===== config.mk =====
export PLATFORM = sky130hd
export DESIGN_NAME = keypad_scan
export DESIGN_NICKNAME = d
export VERILOG_FILES = /design/src/rtl/keypad_pkg.sv /design/src/rtl/keypad_scan_debounce.sv /design/src/rtl/keypad_scan.sv
export SDC_FILE = /design/constraint.sdc
export NUM_CORES = 1
export LEC_CHECK = 0
export CORE_AREA = 2 2 86 88
export DETAILED_ROUTE_END_ITERATION = 10
export DIE_AREA = 0 0 88 90
export PLACE_DENSITY = 0.51
export SYNTH_ARGS = -nofsm -noshare
export SYNTH_HDL_FRONTEND = slang
export SYNTH_SLANG_ARGS = --single-unit

===== constraint.sdc =====
create_clock -name clk5 -period 4.7 [get_ports clk5]
set_clock_uncertainty 0.15 [all_clocks]
set_input_delay 0.94 -clock clk5 [delete_from_list [all_inputs] [get_ports clk5]]
set_output_delay 0.94 -clock clk5 [all_outputs]
set_load 0.05 [all_outputs]

===== src/rtl/keypad_pkg.sv =====
// Shared constants and the key map for the keypad scanner.
package keypad_pkg;

    localparam logic [4:0] KEY_NONE  = 5'b00000;
    localparam logic [4:0] KEY_C     = 5'b11100;
    localparam logic [2:0] POS_FIRST = 3'b001;
    localparam logic [2:0] POS_LAST  = 3'b101;

    // Hex value of the key at the given row/column of the membrane keypad.
    function automatic logic [3:0] key_nibble(input logic [1:0] row_idx,
                                              input logic [1:0] col_idx);
        logic [3:0] nib;
        case ({row_idx, col_idx})
            4'b00_00: nib = 4'h1;
            4'b00_01: nib = 4'h2;
            4'b00_10: nib = 4'h3;
            4'b00_11: nib = 4'hA;
            4'b01_00: nib = 4'h4;
            4'b01_01: nib = 4'h5;
            4'b01_10: nib = 4'h6;
            4'b01_11: nib = 4'hB;
            4'b10_00: nib = 4'h7;
            4'b10_01: nib = 4'h8;
            4'b10_10: nib = 4'h9;
            4'b10_11: nib = 4'hC;
            4'b11_00: nib = 4'hE;
            4'b11_01: nib = 4'h0;
            4'b11_10: nib = 4'hF;
            default:  nib = 4'hD;
        endcase
        return nib;
    endfunction

endpackage


===== src/rtl/keypad_scan_debounce.sv =====
// Frame-rate debouncer: a candidate must repeat for DEBOUNCE consecutive
// frames before it replaces the accepted key.
module key_debounce
    import keypad_pkg::*;
#(
    parameter int DEBOUNCE = 2
) (
    input  logic       clk5,
    input  logic       reset,
    input  logic       frame_end,
    input  logic [4:0] cand,
    output logic       accept,
    output logic [4:0] acc_key
);
    localparam logic [2:0] DB = 3'(DEBOUNCE);

    logic [4:0] prev_cand;
    logic [2:0] stable_cnt;
    logic [2:0] cnt_next;

    // Next stable count and the accept decision for the frame now ending.
    // NOTE: every signal driven here gets a default first so no latch is inferred.
    always_comb begin
        cnt_next = 3'd1;
        if (cand == prev_cand) begin
            cnt_next = (stable_cnt < DB) ? stable_cnt + 3'd1 : DB;
        end
        accept = frame_end && (cnt_next == DB) && (cand != acc_key);
    end

    // Per-frame history update and accepted-key register.
    // NOTE: state registers use non-blocking assignments so all flops see pre-edge values.
    always_ff @(posedge clk5 or posedge reset) begin
        if (reset) begin
            prev_cand  <= KEY_NONE;
            stable_cnt <= 3'd0;
            acc_key    <= KEY_NONE;
        end else if (frame_end) begin
            prev_cand  <= cand;
            stable_cnt <= cnt_next;
            if (accept) begin
                acc_key <= cand;
            end
        end
    end

endmodule


===== src/rtl/keypad_scan.sv =====
// 4x4 keypad scanner: drives columns, collects one candidate per frame with
// ghost rejection, debounces it, and tracks the digit position.
module keypad_scan
    import keypad_pkg::*;
#(
    parameter int SCAN_DIV = 4,
    parameter int DEBOUNCE = 2
) (
    input  logic       clk5,
    input  logic       reset,
    input  logic [3:0] row,
    output logic [3:0] col,
    output logic [4:0] keycode,
    output logic [2:0] whichState,
    output logic       key_strobe
);
    localparam int                SLOT_W    = (SCAN_DIV > 1) ? $clog2(SCAN_DIV) : 1;
    localparam logic [SLOT_W-1:0] SLOT_LAST = SLOT_W'(SCAN_DIV - 1);

    logic [SLOT_W-1:0] slot_cnt;
    logic [1:0]        col_idx;
    logic              slot_last;
    logic              frame_end;

    logic [1:0] hit_cnt;      // closed contacts seen so far this frame, saturating at 2
    logic [4:0] hit_key;      // last closed contact seen this frame
    logic [2:0] slot_hits;
    logic [4:0] slot_key;
    logic [2:0] hit_sum;
    logic [1:0] merged_cnt;
    logic [4:0] merged_key;
    logic [4:0] frame_cand;

    logic       accept;
    logic [2:0] ws_next;
    logic       strobe_next;

    assign slot_last = (slot_cnt == SLOT_LAST);
    assign frame_end = slot_last && (col_idx == 2'd3);
    assign col       = ~(4'b0001 << col_idx);

    // Slot and column counters: free-running, the column wraps 3 -> 0.
    always_ff @(posedge clk5 or posedge reset) begin
        if (reset) begin
            slot_cnt <= '0;
            col_idx  <= 2'd0;
        end else if (slot_last) begin
            slot_cnt <= '0;
            col_idx  <= col_idx + 2'd1;
        end else begin
            slot_cnt <= slot_cnt + SLOT_W'(1);
        end
    end

    // Merge this slot's row sample into the frame tally and form the candidate.
    always_comb begin
        slot_hits = 3'd0;
        slot_key  = KEY_NONE;
        for (int r = 0; r < 4; r++) begin
            if (!row[r]) begin
                slot_hits = slot_hits + 3'd1;
                slot_key  = {1'b1, key_nibble(2'(r), col_idx)};
            end
        end
        hit_sum    = {1'b0, hit_cnt} + slot_hits;
        merged_cnt = (hit_sum >= 3'd2) ? 2'd2 : hit_sum[1:0];
        merged_key = (slot_hits != 3'd0) ? slot_key : hit_key;
        // Anything other than exactly one contact (none, or ghosting) is NONE.
        frame_cand = (merged_cnt == 2'd1) ? merged_key : KEY_NONE;
    end

    // Frame tally: accumulate on each slot's last cycle, clear at frame end.
    always_ff @(posedge clk5 or posedge reset) begin
        if (reset) begin
            hit_cnt <= 2'd0;
            hit_key <= KEY_NONE;
        end else if (frame_end) begin
            hit_cnt <= 2'd0;
            hit_key <= KEY_NONE;
        end else if (slot_last) begin
            hit_cnt <= merged_cnt;
            hit_key <= merged_key;
        end
    end

    key_debounce #(
        .DEBOUNCE (DEBOUNCE)
    ) u_debounce (
        .clk5      (clk5),
        .reset     (reset),
        .frame_end (frame_end),
        .cand      (frame_cand),
        .accept    (accept),
        .acc_key   (keycode)
    );

    // Digit position and strobe decisions for an accept; 'C' always restarts at 1,
    // and leaving any other key advances the position.
    always_comb begin
        ws_next     = whichState;
        strobe_next = 1'b0;
        if (accept) begin
            strobe_next = (frame_cand != KEY_NONE);
            if (frame_cand == KEY_C) begin
                ws_next = POS_FIRST;
            end else if ((keycode != KEY_NONE) && (keycode != KEY_C)) begin
                ws_next = (whichState == POS_LAST) ? POS_LAST : whichState + 3'd1;
            end
        end
    end

    // Position and strobe registers, updated on the same edge as keycode.
    always_ff @(posedge clk5 or posedge reset) begin
        if (reset) begin
            whichState <= POS_FIRST;
            key_strobe <= 1'b0;
        end else begin
            whichState <= ws_next;
            key_strobe <= strobe_next;
        end
    end

endmodule


# Word-level counts from Yosys, hierarchy flattened
# Cells that the tools add are included.
dict set report word_totals {
  regBits 28
  latchBits 0
  ram_bits 0
  rom_bits 0
  in_bits 6
  output_inout_bits 13
  elab_cells 70
  mem_count 0
}
dict set report op_classes {
  n_addsub 8
  multipliers 0
  div 0
  order_cmp 2
  eq_ne 11
  shifts 1
  muxes 26
  bitwise_logic 1
  reduce_logical 12
}
# cell count
set op_table {}
lappend op_table {{one-hot mux 4 bit (4 select lines)} 3}
lappend op_table {{2-to-1 mux 5 bit} 8}
lappend op_table {{2-to-1 mux 3 bit} 8}
lappend op_table {{adder 3 x 1 -> 3 bit (second input constant)} 5}
lappend op_table {{one-hot mux 4 bit (3 select lines)} 1}
lappend op_table {{nonzero test 5 bit} 2}
lappend op_table {{2-to-1 mux 2 bit} 4}
lappend op_table {{== test 2 bit (second input constant)} 3}
lappend op_table {{== test 5 bit} 1}
lappend op_table {{== test 5 bit (second input constant)} 1}
lappend op_table {{!= test 5 bit} 1}
lappend op_table {{!= test 5 bit (second input constant)} 1}
lappend op_table {{adder 2 x 1 -> 2 bit (second input constant)} 2}
lappend op_table {{== test 2 x 1 -> 1 bit (second input constant)} 2}
lappend op_table {{logical AND 1 bit} 4}
lappend op_table {{NOT 4 bit} 1}
lappend op_table {{AND reduction 2 bit} 2}
lappend op_table {{nonzero test 2 bit} 2}
lappend op_table {{left shift 1 x 2 -> 4 bit (first input constant)} 1}
lappend op_table {{adder 2 x 3 -> 3 bit} 1}
lappend op_table {{== test 3 x 2 -> 1 bit (second input constant)} 1}
lappend op_table {{== test 3 bit (second input constant)} 1}
lappend op_table {{greater-or-equal comparator 3 x 2 -> 1 bit (second input constant)} 1}
lappend op_table {{less-than comparator 3 x 2 -> 1 bit (second input constant)} 1}
lappend op_table {{other kinds (3)} 4}

# Longest topological paths before layout
# Gate-level depths: netlist of run 1.
dict set report logic_depth {
  word_depth 18
  depth_mapped 16
  mapped_depth_nobuf 15
}

# By module
# A second synthesis of run 1 with hierarchy kept.
dict set report hier_totals {
  hier_cells 200
  area_unflattened_um2 2018.2
}
# mod n_inst cells_per_inst area_per_inst_um2 seq_area_each_um2
set by_module_without_submodules {}
lappend by_module_without_submodules {keypad_scan 1 147 1336.3 376.6}
lappend by_module_without_submodules {key_debounce 1 53 681.9 325.3}

# Worst setup path before layout of run 1
# OpenSTA, ideal clock, no wires.
dict set report synth_path {
  path_type {input to register}
  startpoint {in row[0]}
  endpoint {reg u_debounce.acc_key[3]}
  setup_ps 125
  arrival_ps 4606
  required_time_ps 4425
  slack_ps -181
  cell_stages 14
  path_buffers 0
  cell_sequence {inv_1 ha_1 xnor2_1 ha_1 mux2_2 fa_1 xor3_1 nand2_1 nor3b_1 xnor2_1 o2111a_1 nand3_2 nor2_4 mux2_4}
}
dict set report synth_between {
  elab_chain_cells 18
  word_cells_on_any_way 25
  cone_classes {add/sub (4); order compare (1); eq/ne (4); mux (12); reduce/logical (4)}
}
# item line_no
set synth_lines {}
lappend synth_lines {{start, declared} keypad_scan.sv:11} ;# input logic [3:0] row,
lappend synth_lines {{2-to-1 mux 1 bit} keypad_scan.sv:60} ;# if (!row[r]) begin
lappend synth_lines {{adder 3 x 1 -> 3 bit} keypad_scan.sv:61} ;# slot_hits = slot_hits + 3'd1;
lappend synth_lines {{2-to-1 mux 3 bit} keypad_scan.sv:60}
lappend synth_lines {{adder 3 x 1 -> 3 bit} keypad_scan.sv:61}
lappend synth_lines {{2-to-1 mux 3 bit} keypad_scan.sv:60}
lappend synth_lines {{adder 3 x 1 -> 3 bit} keypad_scan.sv:61}
lappend synth_lines {{2-to-1 mux 3 bit} keypad_scan.sv:60}
lappend synth_lines {{adder 2 x 3 -> 3 bit} keypad_scan.sv:65} ;# hit_sum = {1'b0, hit_cnt} + slot_hits;
lappend synth_lines {{greater-or-equal comparator 3 x 2 -> 1 bit} keypad_scan.sv:66} ;# merged_cnt = (hit_sum >= 3'd2) ? 2'd2 : hit_sum[1:0];
lappend synth_lines {{2-to-1 mux 2 bit} keypad_scan.sv:66}
lappend synth_lines {{== test 2 x 1 -> 1 bit} keypad_scan.sv:69} ;# frame_cand = (merged_cnt == 2'd1) ? merged_key : KEY_NONE;
lappend synth_lines {{2-to-1 mux 5 bit (*)} keypad_scan.sv:69}
lappend synth_lines {{== test 5 bit} keypad_scan_debounce.sv:25} ;# if (cand == prev_cand) begin
lappend synth_lines {{2-to-1 mux 3 bit} keypad_scan_debounce.sv:25}
lappend synth_lines {{== test 3 x 2 -> 1 bit} keypad_scan_debounce.sv:28} ;# accept = frame_end && (cnt_next == DB) && (cand != acc_key);
lappend synth_lines {{logical AND 1 bit (2 in a row)} keypad_scan_debounce.sv:28}
lappend synth_lines {{AND reduction 2 bit (no source line)} --}
lappend synth_lines {{end signal, assigned} keypad_scan_debounce.sv:42} ;# acc_key <= cand;
lappend synth_lines {{end, declared} keypad_scan_debounce.sv:13} ;# output logic [4:0] acc_key
# Mark *: on every way between the ends. The rest lies on a longest branch, timed or not.
# A chain may end at the register's enable or synchronous reset.

# Worst setup path in the final report of run 1
dict set report layout_path {
  startpoint {in row[0]}
  endpoint {reg u_debounce.acc_key[0]}
}
# The elaborated chain is that of the path after synthesis.

==> reports/summary.txt, run 1 <==
=================================================================================
Share of cells above drive strength 1 ..............................       32.09%
Vias in the first global route .....................................        1,722
Global-route wire length before repair .............................     8.328 mm
Summed area of non-filler cells in the final layout ................     2763 um2
Area of the core ...................................................     7020 um2
Flip-flop and latch count after synthesis ..........................           28
Run status ......................................................... finished clean
Final setup violation count ........................................            0
Count of warnings emitted by yosys .................................            0
Number of buffers created by CTS ...................................            3
Area of the die ....................................................     7920 um2
Relative area change from synthesis to final layout ................       36.55%
Worst setup path start .............................................       row[0]
CP startpoint kind .................................................   input port
Post-Syn Area per Cell .............................................    9.727 um2
Setup_tns ..........................................................         0 ns
Proportion of netlist area held by the largest area contributor ....       33.40%
Buffer cell driving the clock tree root ............................ sky130_fd_sc_hd__clkbuf_8
Critical path required time ........................................      4.71 ns
Ratio of final minimum period to clock period ......................       93.61%
Post-Route WL ......................................................     4.720 mm
FMAX ...............................................................   0.2273 GHz
Number of antenna violations at the first check in global routing ..            0
Clock tree from TritonCTS ..........................................        built
Iteration-0 DRC count of the detailed router .......................          109
First-pass detailed-route iteration total ..........................            4
Number of I/O port buffers .........................................           18
Critical path type .................................................       in2reg
I/O pins ...........................................................           19
Most frequent cells after synthesis ................................ 27 x sky130_fd_sc_hd__dfrtp_1, 17 x sky130_fd_sc_hd__inv_1, 17 x sky130_fd_sc_hd__nor2_1, 15 x sky130_fd_sc_hd__nand2_1, 13 x sky130_fd_sc_hd__ha_1
Width of the die ...................................................        88 um
Total power density per cell area .................................. 349.7 nW/um2
Maximum number of pins on one net before global-route repair .......           17
Vias ...............................................................        1,695
Layout Cells excl Fill .............................................          367
Share of the core filled with cells ................................       39.35%
RSZ-0062 raised after global routing ...............................        false
Most common cell in the netlist .................................... sky130_fd_sc_hd__dfrtp_1
Total number of H-tree levels ......................................            1
Synth Net Count ....................................................          228
Top cells by area in the synthesized netlist ....................... sky130_fd_sc_hd__dfrtp_1 33%, sky130_fd_sc_hd__ha_1 8.0%, sky130_fd_sc_hd__inv_1 3.2%
Layout Nets ........................................................          289
Standard cell area after detailed placement ........................     2639 um2
Minimum clock period after layout ..................................     4.399 ns
Critical path endpoint category ....................................    flip-flop
Number of clock sinks ..............................................           28
CTS Hold Buffers Added .............................................            0
Final Hold Viols ...................................................            0
Overall track demand over capacity in global routing ...............       12.98%
Rel. slew slack ....................................................       59.22%
Transition time of the tightest slew-check pin .....................    0.6110 ns
Starting utilization of the core area ..............................       28.82%
Max-cap violation count ............................................            0
Overall die height .................................................        90 um
Clock buffer depth .................................................            2
Worst hold start ................................................... slot_cnt[0]$_DFF_PP0_
WL/cell ............................................................     12.86 um
Cell count after synthesis .........................................          208
Reg2Reg Launch Point ............................................... hit_cnt[0]$_DFFE_PP0P_
Netlist cell types .................................................           60
RePlAce Congestion .................................................       0.7750
Clk Latency, worst-skew pair .......................................      0.27 ns
Placement row count ................................................           31
Most frequently used flop master after synthesis ................... sky130_fd_sc_hd__dfrtp_1
N_diodes ...........................................................            0
Detailed placement HPWL ............................................     3.721 mm
Placed instance count ..............................................          361
Portion of the post-synthesis area used by sequential elements .....       34.69%
Cell area after synthesis ..........................................     2023 um2
Leakage power figure ...............................................     1.247 nW
Post-synth top area cell ........................................... sky130_fd_sc_hd__dfrtp_1
Detail-routed via count per cell ...................................        4.619
Worst Hold Class ...................................................      reg2reg
Residual DRC .......................................................            0
Arr. time, crit path ...............................................      4.41 ns
DRT antenna net count ..............................................            0
Crit-path max FO ...................................................            5
Post-synth EDFFs ...................................................            0
Number of pins with negative max-slew slack in the final report ....            0
Register clock-pin slew on the reported worst setup and hold paths .      0.09 ns
Remaining Overflow, GRT ............................................            0
Async set-reset flop share out of synthesis ........................       100.0%
Largest voltage drop on the vdd net ................................     208.7 uV
=================================================================================
==> layout by cell type (no fill, tap or decap), drive strengths merged, types with 3 or more instances in the layout <==
cell type / count
buf: 44
dfrtp: 27
nor2: 18
inv: 17
clkdlybuf4s50: 15
nand2: 15
ha: 13
nor3: 9
a21oi: 8
xnor2: 8
o21ai: 8
mux2: 8
o22ai: 7
mux2i: 6
nor4: 5
clkbuf: 4
or2: 3
a31oi: 3
o31a: 3
o31ai: 3
dlymetal6s2s: 3
nor2b: 3
o41ai: 3
==> flip-flops by register name, summed over array words and instances (netlist names) <==
name	flops
key_strobe	1
u_debounce.stable_cnt	3
whichState	3
hit_cnt	2
u_debounce.acc_key	5
u_debounce.prev_cand	5
slot_cnt	2
hit_key	5
col_idx	2
==> path summary, 6_finish.rpt <==
kind                                                   endpoint  slack (ns)  cells past startpoint
setup reg to reg              u_debounce.acc_key[0]$_DFFE_PP0P_        1.50                     10
hold reg to reg                           slot_cnt[0]$_DFF_PP0_        0.29                      1
max in group asynchronous     u_debounce.acc_key[2]$_DFFE_PP0P_        2.89                      3
min in group asynchronous  u_debounce.stable_cnt[2]$_DFFE_PP0P_        0.89                      2
setup / recovery              u_debounce.acc_key[0]$_DFFE_PP0P_        0.30                     15
hold / removal                            slot_cnt[0]$_DFF_PP0_        0.29                      1
==> kinds of logic after synthesis <==
| group | synth area share (%) |
|---|---|
| buffers and inverters | 4.514 |
| adders and majority gates | 9.029 |
| xor gates and xnor gates | 5.875 |
| muxes | 9.400 |
| and+or+nand+nor | 18.80 |
| AOI/OAI and AO/OA | 17.69 |
| DFF | 34.69 |
==> per-stage QoR <==
| step | power, mW | setup WS [ns] | hold slack, ns |
|---|---|---|---|
| after floorplan | 0.6429 | 0.01547 | 0.2531 |
| after global placement | 0.8048 | -0.4883 | 0.2635 |
| after detailed placement | 0.8075 | -0.5784 | 0.2743 |
| after CTS | 0.9661 | 0.01860 | 0.2884 |
| after global routing | 1.039 | 0.1055 | 0.3017 |
| final | 0.9662 | 0.3005 | 0.2871 |
==> layer usage <==
layer | GRT usage [%] | share of wire (%) | up-vias
met5 | 0 | 0 | -
met4 | 3.590 | 0.74 | 0
met3 | 1.286 | 2.7 | 2
met2 | 20.96 | 46 | 23
met1 | 18.28 | 50 | 789
li1 | - | - | 881
==> cell type report <==
cell class / instances / area (um2)
fill: 697 / 4258
multi-input combinational: 157 / 1300
sequential: 28 / 701.9
timing repair buffer: 62 / 518.0
tap: 99 / 123.9
inverter: 17 / 63.81
clock buffer: 4 / 55.05
==> critical path, cell delays in order <==
cell and delay [ns]:
sky130_fd_sc_hd__dlymetal6s2s_1 0.14, sky130_fd_sc_hd__buf_4 0.15, sky130_fd_sc_hd__ha_2 0.19, sky130_fd_sc_hd__a21oi_2 0.15, sky130_fd_sc_hd__ha_1 0.26, sky130_fd_sc_hd__mux2_2 0.28, sky130_fd_sc_hd__fa_2 0.35, sky130_fd_sc_hd__xor3_1 0.39
sky130_fd_sc_hd__nand2_2 0.13, sky130_fd_sc_hd__nor4b_1 0.07, sky130_fd_sc_hd__a2111oi_1 0.41, sky130_fd_sc_hd__o2111a_1 0.31, sky130_fd_sc_hd__nand3_4 0.11, sky130_fd_sc_hd__nor2_4 0.22, sky130_fd_sc_hd__mux2_4 0.32
==> power breakdown <==
group / internal, mW / total, mW / switching (mW) / leakage, nW
Combinational: 0.238 / 0.492 / 0.254 / 0.842
Clock: 0.0749 / 0.147 / 0.0717 / 0.0288
Sequential: 0.280 / 0.328 / 0.0476 / 0.376
==> repair_timing <==
action | CTS | global route
setup buffers | 1 | 1
pin swaps | 6 | 11
setup endpoints to repair | 10 | 8
gates resized for setup | 3 | 14
Power figures use the tool's default switching activity.
==> inputs of run 2 (changes only) <==
--- a/config.mk
+++ b/config.mk
@@ -5,10 +5,10 @@
 export SDC_FILE = /design/constraint.sdc
 export NUM_CORES = 1
 export LEC_CHECK = 0
-export CORE_AREA = 2 2 86 88
+export CORE_AREA = 2 2 64 66
 export DETAILED_ROUTE_END_ITERATION = 10
-export DIE_AREA = 0 0 88 90
-export PLACE_DENSITY = 0.51
+export DIE_AREA = 0 0 66 68
+export PLACE_DENSITY = 0.8
 export SYNTH_ARGS = -nofsm -noshare
 export SYNTH_HDL_FRONTEND = slang
 export SYNTH_SLANG_ARGS = --single-unit
==> run 2 against run 1 <==
Routed wire length rose by 0.13%. Critical endpoint is now u_debounce.acc_key[2]$_DFFE_PP0P_. Worst setup slack worse by 0.065 ns. Power rose by 1.6%. Count of clock-buffer cells in the layout stayed put. Global-route usage increased by 9.6 points. Non-clock buffer count stayed put. Combinational power rose by 6.1%. Largest power group unchanged. Worst hold slack got worse by 0.0012 ns.
==> reports/summary.txt, run 2 (synthesized netlist as in run 1, its figures left out) <==
=================================================================================
Leading registers by flop count .................................... hit_key: 5 flops, u_debounce.acc_key: 5 flops, u_debounce.prev_cand: 5 flops
Relative area change from synthesis to final layout ................       33.70%
Area of the die ....................................................     4488 um2
Vias in the first global route .....................................        1,768
Placement row count ................................................           23
Critical path type .................................................       in2reg
Post-Route WL ......................................................     4.726 mm
Worst Hold Class ...................................................      reg2reg
Number of buffers created by CTS ...................................            3
DRT antenna net count ..............................................            0
Number of antenna violations at the first check in global routing ..            0
Width of the die ...................................................        66 um
Starting utilization of the core area ..............................       52.47%
Leakage power figure ...............................................     1.247 nW
Max-cap violation count ............................................            0
Critical path required time ........................................      4.71 ns
Number of clock sinks ..............................................           28
Total number of H-tree levels ......................................            1
N_diodes ...........................................................            0
RSZ-0062 raised after global routing ...............................        false
First-pass detailed-route iteration total ..........................            4
Total Power ........................................................     982.0 uW
Final setup violation count ........................................            0
Ratio of final minimum period to clock period ......................       94.99%
Register clock-pin slew on the reported worst setup and hold paths .      0.09 ns
CP startpoint kind .................................................   input port
Share of cells above drive strength 1 ..............................       31.72%
Detail-routed via count per cell ...................................        5.667
Transition time of the tightest slew-check pin .....................     1.067 ns
Number of I/O port buffers .........................................           18
CTS Hold Buffers Added .............................................            0
Clock buffer depth .................................................            2
Run status ......................................................... finished clean
Overall track demand over capacity in global routing ...............       22.57%
Overall die height .................................................        68 um
Detailed placement HPWL ............................................     3.498 mm
WL/cell ............................................................     14.86 um
Minimum clock period after layout ..................................     4.465 ns
Critical path endpoint category ....................................    flip-flop
I/O pins ...........................................................           19
Global-route wire length before repair .............................     7.872 mm
Layout Nets ........................................................          289
Clock tree from TritonCTS ..........................................        built
FMAX ...............................................................   0.2240 GHz
Buffer cell driving the clock tree root ............................ sky130_fd_sc_hd__clkbuf_8
Arr. time, crit path ...............................................      4.48 ns
Clk Latency, worst-skew pair .......................................      0.27 ns
Iteration-0 DRC count of the detailed router .......................           76
Number of pins with negative max-slew slack in the final report ....            0
Leading cell type in the layout, fill and taps excluded ............ sky130_fd_sc_hd__buf_4
Vias ...............................................................        1,802
Final Hold Viols ...................................................            0
RePlAce Congestion .................................................       0.8115
Crit-path max FO ...................................................            6
Most used cells in the layout excluding fill and tap cells ......... 42 x sky130_fd_sc_hd__buf_4, 27 x sky130_fd_sc_hd__dfrtp_1, 16 x sky130_fd_sc_hd__nor2_1, 15 x sky130_fd_sc_hd__clkdlybuf4s50_1
Standard cell area after detailed placement ........................     2540 um2
Maximum number of pins on one net before global-route repair .......           29
Summed area of non-filler cells in the final layout ................     2705 um2
Residual DRC .......................................................            0
Remaining Overflow, GRT ............................................            0
Total power density per cell area .................................. 363.0 nW/um2
Rel. slew slack ....................................................       28.77%
Largest voltage drop on the vdd net ................................     242.8 uV
Area of the core ...................................................     3856 um2
=================================================================================
## run 2: repair_timing
item | CTS | global route
setup endpoints to repair | 10 | 9
buffers inserted | 3 | 4
pin swaps | 8 | 9
resized for setup | 7 | 14
gates cloned | 0 | 0
## run 2: cell type report
type / instances / area (um2)
clock buffer: 4 / 45.04
fill: 294 / 1151
inverter: 17 / 63.81
multi-input combinational: 157 / 1306
sequential: 28 / 701.9
tap: 50 / 62.56
timing repair buffer: 62 / 525.5
## run 2: layer usage
layer | up-vias | GRT usage, % | part of all wire (%)
met4 | 0 | 9.439 | 2.2
met2 | 40 | 41.16 | 51
met1 | 866 | 27.26 | 44
met5 | - | 0 | 0
li1 | 883 | - | -
met3 | 13 | 2.467 | 3.2
## run 2: worst max-delay path: stages
cell and delay (ns):
sky130_fd_sc_hd__dlymetal6s2s_1 0.14, sky130_fd_sc_hd__buf_4 0.16, sky130_fd_sc_hd__ha_2 0.19, sky130_fd_sc_hd__a21oi_2 0.16, sky130_fd_sc_hd__ha_1 0.26, sky130_fd_sc_hd__mux2_2 0.27, sky130_fd_sc_hd__fa_2 0.35, sky130_fd_sc_hd__xor3_2 0.42
sky130_fd_sc_hd__nand2_4 0.11, sky130_fd_sc_hd__nor4b_1 0.06, sky130_fd_sc_hd__a2111oi_1 0.44, sky130_fd_sc_hd__o2111a_1 0.32, sky130_fd_sc_hd__nand3_4 0.12, sky130_fd_sc_hd__nor2_4 0.22, sky130_fd_sc_hd__mux2_4 0.32
## run 2: path summary, 6_finish.rpt
kind | startpoint | endpoint | slack (ns) | cells after the start
setup / recovery | row[0] | u_debounce.acc_key[2]$_DFFE_PP0P_ | 0.24 | 15
max in group asynchronous | reset | u_debounce.prev_cand[2]$_DFFE_PP0P_ | 2.68 | 2
setup reg to reg | hit_cnt[0]$_DFFE_PP0P_ | u_debounce.acc_key[2]$_DFFE_PP0P_ | 1.45 | 10
hold / removal | slot_cnt[0]$_DFF_PP0_ | slot_cnt[0]$_DFF_PP0_ | 0.29 | 1
min in group asynchronous | reset | slot_cnt[1]$_DFF_PP0_ | 1.08 | 2
hold reg to reg | slot_cnt[0]$_DFF_PP0_ | slot_cnt[0]$_DFF_PP0_ | 0.29 | 1
## run 2: through the flow
step	instances	util [%]	setup TNS, ns	setup slack (ns)	hold WS (ns)
after floorplan	208	-	0	0.01547	0.2531
after global placement	307	65.87	-4.324	-0.4926	0.2622
after detailed placement	307	65.87	-5.537	-0.6034	0.2779
after CTS	314	68.33	0	0.0002744	0.2906
after global routing	318	70.15	0	0.05171	0.3065
final	318	70.15	0	0.2354	0.2859
## run 2: where the power goes
group | internal, mW | switching (mW)
clock | 0.0607 | 0.0713
combinational | 0.256 | 0.266
sequential | 0.280 | 0.0479
total | 0.597 | 0.385
==> RTL change 1: new RTL, flow settings as in run 1 <==
Put a register stage on the output `keycode`, with the module's reset. The value now appears one clock later. The other outputs are not delayed to match.
--- a/src/rtl/keypad_scan.sv
+++ b/src/rtl/keypad_scan.sv
@@ -18,2 +18,4 @@
     localparam logic [SLOT_W-1:0] SLOT_LAST = SLOT_W'(SCAN_DIV - 1);
+
+    logic [4:0] keycode_d;
 
@@ -93,3 +95,3 @@
         .accept    (accept),
-        .acc_key   (keycode)
+        .acc_key   (keycode_d)
     );
@@ -105,3 +107,3 @@
                 ws_next = POS_FIRST;
-            end else if ((keycode != KEY_NONE) && (keycode != KEY_C)) begin
+            end else if ((keycode_d != KEY_NONE) && (keycode_d != KEY_C)) begin
                 ws_next = (whichState == POS_LAST) ? POS_LAST : whichState + 3'd1;
@@ -122,2 +124,10 @@
 
+    always_ff @(posedge clk5 or posedge reset) begin
+        if (reset) begin
+            keycode <= '0;
+        end else begin
+            keycode <= keycode_d;
+        end
+    end
+
 endmodule
Check against the original RTL: same outputs for any inputs over 10 cycles, from zero or initial values and one cycle with reset high; that may be too few to reach the edited logic, so the function may still have changed.
==> RTL change 1 against run 1 <==
Sequential cell count rose by 5. Register-to-register slack lost 0.20 ns. Clock power grew 86%. Worst setup slack worse by 0.098 ns. Area after synthesis grew 15%. Design area rose by 15%. Power rose by 32%. Routed wire length grew 26%.
==> RTL change 1: results (changes against run 1) <==
Synth
  • Mux cell area share after synthesis: 0.0590 (-0.0350)
  • Area contributors post-synth: dfrtp_1 (34%), ha_1 (7.0%), o21ai_0 (3.6%), inv_1 (3.5%), nand2_1 (3.4%)
  • Complex-gate fraction of the synthesized area: 0.212 (+0.0350)
  • Distinct cell type count after synthesis: 65 (+8.3%)
  • Post-synthesis cell count: 253 (+22%)
  • Syn nets: 273 (+20%)
  • Xor/xnor share of the synthesized area: 0.0322 (-0.0266)
  • Post-synthesis adder-cell area fraction: 0.0783 (-0.0120)
  • Seq/Total Area, Yosys: 0.355 (+0.00767)

Worst hold path
  • Hold crit path type: reg2reg

GRT
  • Vias in the first global route: 2018 (+17%)
  • Tot GR Track Use: 0.158 (+0.0287)
  • First-pass GRT wire length: 9.97 mm (+20%)

Route
  • Via-per-instance ratio: 5.02 (+8.6%)
  • Detailed Route Iter0 Violations: 120 (+10%)
  • Vias: 2117 (+25%)
  • WL final: 5.96 mm (+26%)

Pwr
  • Leak: 1.37 nW (+9.7%)
  • Max VDD drop: 289 uV (+39%)

Clocking
  • Worst-path clk slew: 0.07 ns (-0.02 ns)
  • H-tree levels: 2 (+1)
  • Total CTS buffers: 5 (+2)

Placement
  • DP Cell Count: 412 (+14%)
  • DP Area: 3010 um^2 (+14%)
  • Place WS: -0.557 ns (+0.0212 ns)
  • Detailed placer's ending HPWL: 4.49 mm (+21%)
  • Routability Congestion: 0.835 (+7.7%)

Final layout
  • Fill cells: 701 (+0.57%)
  • Share of post-route cells with drive strength above 1: 0.288 (-0.0330)

STA
  • Tightest Pin Transition: 0.568 ns (-0.0431 ns)

Run status
  • Status: finished, final reports clean

Critical path
  • Slowest stage cell on the critical path: fa_2
  • Largest fanout on the critical path: 7 (+2)
  • Slowest stage delay, CP: 0.35 ns (-0.06 ns)
  • CP delay by family, top: simple AND/OR/NAND/NOR gates
## RTL change 1: timing repair
action / in CTS / in global routing
buffers inserted: 2 / 0
hold endpoints to repair: 0 / 0
pin swaps: 5 / 5
setup endpoints to repair: 9 / 9
gates resized for setup: 9 / 7
## RTL change 1: through the flow
step	utilization	setup TNS (ns)
5_1_grt	0.453	0
4_1_cts	0.452	0
6_report	0.453	0
2_1_floorplan	-	0
3_5_place_dp	0.429	-5.32
3_3_place_gp	0.429	-5.02
## RTL change 1: kinds of logic (layout without fill, tap and decap cells)
logic type,after synthesis,after routing
buffers and inverters,31,101
and+or+nand+nor,88,88
AOI/OAI and AO/OA,69,69
muxes,11,11
DFF,33,33
adders and majority gates,14,14
xor gates and xnor gates,7,7
## RTL change 1: final timing paths
| check | start | end | slack, ns | cells past startpoint |
|---|---|---|---|---|
| setup / recovery | row[1] | u_debounce.acc_key[1]$_DFFE_PP0P_ | 0.20 | 19 |
| hold / removal | slot_cnt[0]$_DFF_PP0_ | slot_cnt[0]$_DFF_PP0_ | 0.29 | 1 |
| setup reg to reg | col_idx[0]$_DFFE_PP0P_ | u_debounce.acc_key[1]$_DFFE_PP0P_ | 1.30 | 11 |
| hold reg to reg | slot_cnt[0]$_DFF_PP0_ | slot_cnt[0]$_DFF_PP0_ | 0.29 | 1 |
| max in group asynchronous | reset | whichState[0]$_DFFE_PP1P_ | 3.17 | 3 |
| min in group asynchronous | reset | u_debounce.stable_cnt[1]$_DFFE_PP0P_ | 0.90 | 3 |
## RTL change 1: report_power, final
group          switching (mW)  leakage [nW]  internal, mW
Combinational           0.328         0.879         0.256
Clock                  0.0999        0.0585         0.173
Sequential             0.0642         0.432         0.352
## RTL change 1: layer usage
| metal | vias to the layer above | track usage | share of wire |
|---|---|---|---|
| met3 | 7 | 0.0321 | 0.031 |
| met1 | 1016 | 0.242 | 0.50 |
| li1 | 1058 | - | - |
| met4 | 0 | 0.0269 | 0.0081 |
| met2 | 36 | 0.233 | 0.46 |
| met5 | - | 0 | 0 |
## RTL change 1: area by class of cell
type	count	share of cell area
clock buffer	7	0.0271
inverter	23	0.0271
multi-input combinational	189	0.458
tap	99	0.0389
timing repair buffer	70	0.180
clock inverter	1	0.00943
sequential	33	0.260
## RTL change 1: worst reg2reg max path: cells and delay by family (launching register included)
kind / cells / cell delay (ns)
adders and majority gates: 1 / 0.39
muxes: 1 / 0.33
AOI/OAI and AO/OA: 4 / 0.84
buffers and inverters: 1 / 0.15
DFF: 1 / 0.44
and+or+nand+nor: 4 / 1.01
==> RTL change 2: new RTL, flow settings as in run 1 <==
Made on the original files. Set the parameter `SCAN_DIV` to 8 (it was 4).
--- a/src/rtl/keypad_scan.sv
+++ b/src/rtl/keypad_scan.sv
@@ -5,3 +5,3 @@
 #(
-    parameter int SCAN_DIV = 4,
+    parameter int SCAN_DIV = 8,
     parameter int DEBOUNCE = 2
Formal check against the unedited RTL: not equivalent (Yosys sat finds a counterexample within 10 cycles, from zero or initial values and one cycle with reset high).
==> RTL change 2 against run 1 <==
Count of clock-buffer cells in the layout grew 1. Routed wire length is 21% higher. Sequential power fell by 6.1%. Design area is 14% higher. Power grew 24%. Sequential share of layout area shrank 2.3 points. Largest power group unchanged. Area after synthesis is 15% higher. Sequential cell count rose by 1. Worst setup slack got worse by 0.16 ns. Via count is 22% higher. Critical path depth up 1.
==> RTL change 2: results (changes against run 1) <==
GRT
  • Initial antenna violation count: 0 (unchanged)
  • Tot GR Track Use: 0.160 (+0.0302)
  • First-pass GRT wire length: 10.1 mm (+22%)
  • Vias in the first global route: 2049 (+19%)
  • Pin count of the biggest net entering global routing: 21 (+4)

Placement
  • Detailed placer's ending HPWL: 4.49 mm (+21%)
  • Routability Congestion: 0.819 (+5.7%)

Critical path
  • Crit path to: whichState[0]$_DFFE_PP1P_
  • R2r setup slk: 1.27 ns (-0.23 ns)
  • CP arrival: 4.61 ns (+0.20 ns)
  • Slowest stage cell on the critical path: fa_1
  • Path depth of the worst reg2reg path: 9 (-1)
  • Slowest stage delay, CP: 0.53 ns (+0.12 ns)
  • Largest fanout on the critical path: 6 (+1)
  • Reg2reg start: col_idx[0]$_DFFE_PP0P_
  • Reg-to-Reg End: u_debounce.acc_key[2]$_DFFE_PP0P_
  • CP delay by family, top: adder cells

Synth
  • Seq/Total Area, Yosys: 0.313 (-0.0336)
  • Syn nets: 267 (+17%)
  • Distinct cell type count after synthesis: 73 (+22%)
  • YS warnings: 0 (unchanged)
  • Yosys reg bits: 29 (+3.6%)
  • Area contributors post-synth: dfrtp_1 (30%), ha_1 (7.6%), inv_1 (3.2%), nor2_1 (3.1%), nand2_1 (2.8%)
  • Most frequent cells after synthesis: dfrtp_1 (28), inv_1 (20), nor2_1 (19)
  • Asr flop ratio synth: 1.00 (unchanged)

Final layout
  • Post-layout nets: 335 (+16%)
  • Fill cells: 672 (-3.6%)
  • Share of post-route cells with drive strength above 1: 0.308 (-0.0130)

Route
  • WL/cell: 13.8 um (+7.4%)
  • Detailed Route Iter0 Violations: 115 (+5.5%)
  • Vias: 2063 (+22%)

Run status
  • Status: finished, final reports clean

STA
  • Worst slew margin: 0.496 (-0.0961)
  • Worst hold slack: 0.281 ns (-0.00578 ns)

Pwr
  • Max VDD drop: 210 uV (+0.63%)
  • Net Sw Power: 0.464 mW (+24%)
  • Leak: 1.41 nW (+13%)

Worst hold path
  • Hold crit path type: reg2reg

Clocking
  • Worst-path clk slew: 0.06 ns (-0.03 ns)
[RTL change 2: changes by cell type after synthesis, moves of 3 or more]
cell     delta
o21ai_0     +4
o31a_1      -3
nor2b_1     +6
xnor2_1     -3
and2_1      +3
inv_1       +3
[RTL change 2: stage by stage]
step / std cells / setup slack [ns] / power (mW) / instance area, um^2 / util
after global routing: 414 / -0.00429 / 1.29 / 3140 / 0.448
after floorplan: 246 / 0.00530 / 0.693 / 2320 / -
final: 414 / 0.145 / 1.20 / 3140 / 0.448
after CTS: 414 / 0.102 / 1.18 / 3110 / 0.442
after global placement: 404 / -0.468 / 0.938 / 2950 / 0.420
after detailed placement: 404 / -0.498 / 0.940 / 2950 / 0.420
[RTL change 2: power groups by stage]
stage                     logic [mW]  registers [mW]  clock network [mW]
after floorplan                0.391           0.302                   0
after global placement         0.628           0.310                   0
after detailed placement       0.629           0.311                   0
after CTS                      0.671           0.306               0.208
after global routing           0.762           0.311               0.221
final                          0.689           0.308               0.199
[RTL change 2: cell families (layout without fill, tap and decap cells)]
| kind of cell | count (synthesis) | after routing | synth area share |
|---|---|---|---|
| AO/OA/AOI/OAI | 65 | 65 | 0.211 |
| XOR/XNOR | 8 | 8 | 0.0367 |
| adder cells (fa/ha/maj) | 15 | 15 | 0.0841 |
| buffers and inverters | 26 | 95 | 0.0507 |
| flip-flops | 29 | 29 | 0.313 |
| multiplexers | 13 | 13 | 0.0669 |
| AND/OR/NAND/NOR | 90 | 90 | 0.237 |
[RTL change 2: per-layer routing]
layer  track usage  up-vias  wire length [um]
li1              -     1045                 -
met1         0.240      976              2780
met2         0.235       35              2630
met3        0.0294        7               240
met4        0.0397        0                72
met5             0        -                 0
[RTL change 2: how the worst min path moves through the flow]
stage,from,endpoint,cells after the start
4_1_cts,slot_cnt[0]$_DFF_PP0_,slot_cnt[0]$_DFF_PP0_,1
6_report,slot_cnt[0]$_DFF_PP0_,slot_cnt[0]$_DFF_PP0_,1
3_3_place_gp,slot_cnt[0]$_DFF_PP0_,slot_cnt[0]$_DFF_PP0_,1
3_5_place_dp,slot_cnt[0]$_DFF_PP0_,slot_cnt[0]$_DFF_PP0_,1
5_1_grt,slot_cnt[0]$_DFF_PP0_,slot_cnt[0]$_DFF_PP0_,1
2_1_floorplan,slot_cnt[0]$_DFF_PP0_,slot_cnt[0]$_DFF_PP0_,1
[RTL change 2: area by class of cell]
type                            instances  area share
Sequential cell                        29       0.231
Timing Repair Buffer                   67       0.181
Clock inverter                          3     0.00558
Multi-Input combinational cell        191       0.497
Inverter                               20      0.0239
Tap cell                               99      0.0394
Clock buffer                            5      0.0219
[RTL change 2: timing repair]
item                       in CTS  in global routing
resized for setup              13                  7
hold buffers                    0                  0
pin swaps                       7                  7
buffers inserted                3                  1
setup endpoints to repair       9                  8
